<file path="config.mk">
export PLATFORM = sky130hd
export DESIGN_NAME = round_controller
export DESIGN_NICKNAME = d
export VERILOG_FILES = /design/src/rtl/baccarat_pkg.sv /design/src/rtl/sat_counter.sv /design/src/rtl/round_controller.sv
export SDC_FILE = /design/constraint.sdc
export NUM_CORES = 1
export LEC_CHECK = 0
export CAP_MARGIN = 15
export CORE_MARGIN = 10
export CORE_UTILIZATION = 54
export CTS_BUF_LIST = sky130_fd_sc_hd__clkbuf_4 sky130_fd_sc_hd__clkbuf_8
export DETAILED_ROUTE_END_ITERATION = 7
export GPL_TIMING_DRIVEN = 0
export MAX_ROUTING_LAYER = met4
export PLACE_DENSITY_LB_ADDON = 0.08
export SLEW_MARGIN = 30
export SYNTH_ARGS = -nofsm -noshare
export SYNTH_HDL_FRONTEND = slang
export SYNTH_SLANG_ARGS = --single-unit
</file>
<file path="constraint.sdc">
create_clock -name i_slow_clock -period 2.25 [get_ports i_slow_clock]
set_clock_uncertainty 0.05 [all_clocks]
set_input_delay 0.45 -clock i_slow_clock [delete_from_list [all_inputs] [get_ports i_slow_clock]]
set_output_delay 0.45 -clock i_slow_clock [all_outputs]
set_load 0.005 [all_outputs]
</file>
<file path="src/rtl/baccarat_pkg.sv">
// Shared types for the baccarat round scheduler: FSM states, result encoding, default widths.
package baccarat_pkg;

    localparam int CNT_W_DEF = 4;

    typedef enum logic [2:0] {
        ST_IDLE,
        ST_CLEAR,
        ST_DEAL,
        ST_HOLD,
        ST_DONE,
        ST_ERROR
    } round_state_e;

    // Encoding matches {dealer_win_light, player_win_light}, so lights latch directly.
    typedef enum logic [1:0] {
        RES_NONE   = 2'b00,
        RES_PLAYER = 2'b01,
        RES_DEALER = 2'b10,
        RES_TIE    = 2'b11
    } result_e;

endpackage

</file>
<file path="src/rtl/sat_counter.sv">
// Saturating up-counter with synchronous clear; holds at all-ones instead of wrapping.
module sat_counter #(
    parameter int W = 4
) (
    input  logic         i_clk,
    input  logic         i_rst_n,
    input  logic         i_clr,
    input  logic         i_inc,
    output logic [W-1:0] o_q
);

    localparam logic [W-1:0] MAX_VAL = '1;

    logic [W-1:0] r_q;

    always_ff @(posedge i_clk or negedge i_rst_n) begin
        if (!i_rst_n) begin
            r_q <= '0;
        end else if (i_clr) begin
            r_q <= '0;
        end else if (i_inc && (r_q != MAX_VAL)) begin
            r_q <= r_q + 1'b1;
        end
    end

    assign o_q = r_q;

endmodule

</file>
<file path="src/rtl/round_controller.sv">
// Round scheduler above the dealing FSM: resets it per round, latches a settled result,
// tallies it, holds it for display, then idles, chains the next round, or ends the session.
module round_controller
    import baccarat_pkg::*;
#(
    parameter int HOLD_CYCLES = 8,
    parameter int MAX_ROUNDS  = 9,
    parameter int TIMEOUT     = 16,
    parameter int CNT_W       = CNT_W_DEF
) (
    input  logic             i_slow_clock,
    input  logic             i_resetb,
    input  logic             i_start,
    input  logic             i_auto_run,
    input  logic             i_clear_tally,
    input  logic             i_player_win_light,
    input  logic             i_dealer_win_light,
    output logic             o_round_resetb,
    output logic             o_result_valid,
    output logic [1:0]       o_last_result,
    output logic [CNT_W-1:0] o_round_count,
    output logic [CNT_W-1:0] o_player_wins,
    output logic [CNT_W-1:0] o_dealer_wins,
    output logic [CNT_W-1:0] o_ties,
    output logic             o_busy,
    output logic             o_done,
    output logic             o_error
);

    localparam int TMR_MAX = (TIMEOUT > HOLD_CYCLES) ? TIMEOUT : HOLD_CYCLES;
    localparam int TMR_W   = $clog2(TMR_MAX + 1);
    localparam logic [TMR_W-1:0] TMO_LAST  = TMR_W'(TIMEOUT - 1);
    localparam logic [TMR_W-1:0] HOLD_LAST = TMR_W'(HOLD_CYCLES - 1);
    localparam logic [CNT_W-1:0] ROUND_LIMIT = CNT_W'(MAX_ROUNDS);

    round_state_e     r_state;
    round_state_e     w_next;
    logic [TMR_W-1:0] r_tmr;
    logic [1:0]       r_lights_q;
    logic [1:0]       r_last_result;
    logic             r_result_valid;
    logic [1:0]       w_lights;
    logic             w_settled;

    assign w_lights = {i_dealer_win_light, i_player_win_light};

    // Same nonzero lights on two consecutive DEAL cycles filters the transient
    // win light shown before the dealer's third card.
    assign w_settled = (r_state == ST_DEAL) && !i_clear_tally &&
                       (w_lights != RES_NONE) && (w_lights == r_lights_q);

    always_ff @(posedge i_slow_clock or negedge i_resetb) begin
        if (!i_resetb) begin
            r_state <= ST_IDLE;
        end else begin
            r_state <= w_next;
        end
    end

    always_comb begin
        w_next = r_state;
        unique case (r_state)
            ST_IDLE:  if (i_start) w_next = ST_CLEAR;
            ST_CLEAR: w_next = ST_DEAL;
            ST_DEAL: begin
                if (w_settled) begin
                    w_next = ST_HOLD;
                end else if (r_tmr == TMO_LAST) begin
                    w_next = ST_ERROR;
                end
            end
            ST_HOLD: begin
                if (r_tmr == HOLD_LAST) begin
                    if (o_round_count >= ROUND_LIMIT) begin
                        w_next = ST_DONE;
                    end else if (i_auto_run) begin
                        w_next = ST_CLEAR;
                    end else begin
                        w_next = ST_IDLE;
                    end
                end
            end
            ST_DONE:  w_next = ST_DONE;
            ST_ERROR: if (i_start) w_next = ST_CLEAR;
            default:  w_next = ST_IDLE;
        endcase
        if (i_clear_tally) begin
            w_next = ST_IDLE;
        end
    end

    // One timer shared by DEAL (timeout) and HOLD (display time); restarts on every state change.
    always_ff @(posedge i_slow_clock or negedge i_resetb) begin
        if (!i_resetb) begin
            r_tmr <= '0;
        end else if ((w_next != r_state) || !((r_state == ST_DEAL) || (r_state == ST_HOLD))) begin
            r_tmr <= '0;
        end else begin
            r_tmr <= r_tmr + 1'b1;
        end
    end

    always_ff @(posedge i_slow_clock or negedge i_resetb) begin
        if (!i_resetb) begin
            r_lights_q     <= RES_NONE;
            r_last_result  <= RES_NONE;
            r_result_valid <= 1'b0;
        end else begin
            r_lights_q     <= (r_state == ST_DEAL) ? w_lights : RES_NONE;
            r_result_valid <= w_settled;
            if (i_clear_tally) begin
                r_last_result <= RES_NONE;
            end else if (w_settled) begin
                r_last_result <= w_lights;
            end
        end
    end

    sat_counter #(.W(CNT_W)) u_round_cnt (
        .i_clk   (i_slow_clock),
        .i_rst_n (i_resetb),
        .i_clr   (i_clear_tally),
        .i_inc   (w_settled),
        .o_q     (o_round_count)
    );

    sat_counter #(.W(CNT_W)) u_player_cnt (
        .i_clk   (i_slow_clock),
        .i_rst_n (i_resetb),
        .i_clr   (i_clear_tally),
        .i_inc   (w_settled && (w_lights == RES_PLAYER)),
        .o_q     (o_player_wins)
    );

    sat_counter #(.W(CNT_W)) u_dealer_cnt (
        .i_clk   (i_slow_clock),
        .i_rst_n (i_resetb),
        .i_clr   (i_clear_tally),
        .i_inc   (w_settled && (w_lights == RES_DEALER)),
        .o_q     (o_dealer_wins)
    );

    sat_counter #(.W(CNT_W)) u_tie_cnt (
        .i_clk   (i_slow_clock),
        .i_rst_n (i_resetb),
        .i_clr   (i_clear_tally),
        .i_inc   (w_settled && (w_lights == RES_TIE)),
        .o_q     (o_ties)
    );

    assign o_result_valid = r_result_valid;
    assign o_last_result  = r_last_result;
    assign o_round_resetb = (r_state == ST_DEAL) || (r_state == ST_HOLD);
    assign o_busy         = (r_state == ST_CLEAR) || (r_state == ST_DEAL) || (r_state == ST_HOLD);
    assign o_done         = (r_state == ST_DONE);
    assign o_error        = (r_state == ST_ERROR);

endmodule

</file>
==> metrics <==
commonest non-fill, non-tap cell in the layout dfrtp_1; Die ar. 5590 um2; syn avg cell area between 9 and 10 um2; Layout Nets 220; Post-synth EDFFs 0; gpl congestion 0.891; Final Hold Fails 0; post-synthesis sequential area ratio 0.448; DRT antenna net count 0; root buffer cell clkbuf_4; final setup vio count 0; crit start category input port; vias per inst 5.92; Synth top area share 0.448; I/O Buffers 28; Final Total Pwr roughly 0.98 mW; WP data arrival 2.38 ns; Fmax about 450 MHz; Detail Placement HPWL about 2900 um; initial antenna violation count 0; max-cap viol count 0; R2R cell count 7; worst path required time approximately 2.4 ns; total CTS buffers 5; Yosys reg bits 29; most frequent cells in the layout dfrtp_1 (29), clkdlybuf4s50_1 (26), a21oi_1 (15); row cnt 19; core footprint roughly 2800 um2; RSZ-0062 raised after global routing false; worst skew pair latency 0.34 ns; H-tree depth 2; largest net degree at the start of global routing 30; worst slew pin tran about 0.63 ns; Bufs on Longest Clock Path 2; setup TNS 0 ns; leakage power around 0.9 nW; clk sinks 29; Final Cycle Share 0.979; cell taking the most area after synthesis dfrtp_1; vias after detailed routing 1402; ys flop type dfrtp_1; R2R Setup Slk approximately 0.14 ns; min Tclk post-route approximately 2.2 ns; Mapped Cells between 150 and 200; IO Pins 30; YS warnings 0; CTS clk-pin slew, worst paths 0.09 ns; hold_buf cts 0; Tightest Hold Check Type input port to async pin; Tot GR Track Use 0.158; number of inserted diodes 0; Pins Over Slew Limit 0; Critical R2R Launch r_tmr[0]$_DFF_PN0_; Max-Slew Margin vs Limit 0.577; synthesized cell area 1620 um2; CTS tree yes; global route overflow 0; first-pass GRT wire length 6620 um; RR Endpoint r_tmr[0]$_DFF_PN0_; area delta synth->final 28.4%; Yosys cell types 44; Setup CP Type input port to register; Syn Nets between 150 and 200; TritonRoute pass-1 iters 4; Avg WL per Cell 16.9 um; Final Util 0.741; 1st-iter DRT viols 68; DRC 0; final wirelength ~4000 um; worst vdd ir about 0.47 mV; Starting Density 0.577; Chip Width 74.8 um; vias in the first global route 1396; status completed; PD cells 472 nW/um2; top post-synthesis cells by area dfrtp_1 (45%), ha_1 (6.2%), a21oi_1 (4.9%); asr flop ratio synth 1.00; worst-path fanout max 6; layout cells sized above 1 0.160; die height approximately 75 um; worst hold slack a little under 0.08 ns; crit path capture type register
-- flip-flops by register name, indices dropped and copies added, names as in the netlist --
register / count
o_last_result: 2
o_result_valid: 1
r_lights_q: 2
r_state: 3
r_tmr: 5
u_dealer_cnt.o_q: 4
u_player_cnt.o_q: 4
u_round_cnt.o_q: 4
u_tie_cnt.o_q: 4
-- layer usage --
layer / global-route usage / vias up / share of wire
li1: - / 680 / -
met1: 0.179 / 685 / 0.45
met2: 0.260 / 30 / 0.50
met3: 0.0447 / 7 / 0.046
met4: 0.0609 / 0 / 0.013
met5: - / - / 0
-- synthesized netlist by cell type, types with 3 or more instances --
cell	number
xnor2_1	4
nand3_1	11
o21ai_0	7
ha_1	8
nor4_1	4
nand2_1	8
nor2_1	13
or3_1	4
nand2b_1	4
a21oi_1	16
inv_1	11
mux2i_1	3
dfrtp_1	29
nor3_1	3
and3_1	5
-- kinds of logic after synthesis --
family	after synthesis	synth area share
buf+inv	17	0.0456
fa+ha+maj	8	0.0618
xor+xnor	6	0.0325
compound gates	35	0.132
flops	29	0.448
simple gates	67	0.247
mux	5	0.0325
-- what timing repair did --
action,CTS,global route
resized for setup,4,12
pin swaps,1,3
endpoints found under the hold margin,0,0
setup endpoints to repair,6,9
setup buffers,1,2
-- how the worst max path moves through the flow --
stage                            start                            to  slack (ns)
detailed placement       i_clear_tally  u_tie_cnt.o_q[3]$_DFFE_PN0P_       -0.45
global placement         i_clear_tally  u_tie_cnt.o_q[3]$_DFFE_PN0P_       -0.40
global route        r_tmr[0]$_DFF_PN0_            r_tmr[4]$_DFF_PN0_        0.01
CTS                 r_tmr[0]$_DFF_PN0_            r_tmr[3]$_DFF_PN0_        0.01
floorplan           r_tmr[0]$_DFF_PN0_            r_tmr[2]$_DFF_PN0_        0.25
finish                   i_clear_tally  u_tie_cnt.o_q[3]$_DFFE_PN0P_        0.05
-- stage by stage --
step	instances	setup slack, ns	cell area [um2]
after floorplan	167	0.247	1620
after global placement	226	-0.401	1940
after detailed placement	226	-0.451	1930
after CTS	235	0.0100	2010
after global routing	237	0.0106	2080
final	237	0.0477	2080
-- cell type report --
type | count | area, um2
Fill cell | 212 | 727
Multi-Input combinational cell | 121 | 880
Sequential cell | 29 | 726
Clock inverter | 2 | 10.0
Buffer | 6 | 35.0
Clock buffer | 6 | 45.0
Tap cell | 31 | 38.8
Inverter | 11 | 43.8
Timing Repair Buffer | 31 | 300
-- where the power goes --
group / internal (mW) / switching, mW
Combinational: 0.0528 / 0.0807
Clock: 0.131 / 0.185
Sequential: 0.527 / 0.00408
-- worst max-delay path, cell delays in order --
cell and delay (ns):
clkdlybuf4s50_1 0.55, or4b_4 0.61, nor4_4 0.29, nand4_1 0.15, mux2_1 0.33
Power figures use the tool's default switching activity.
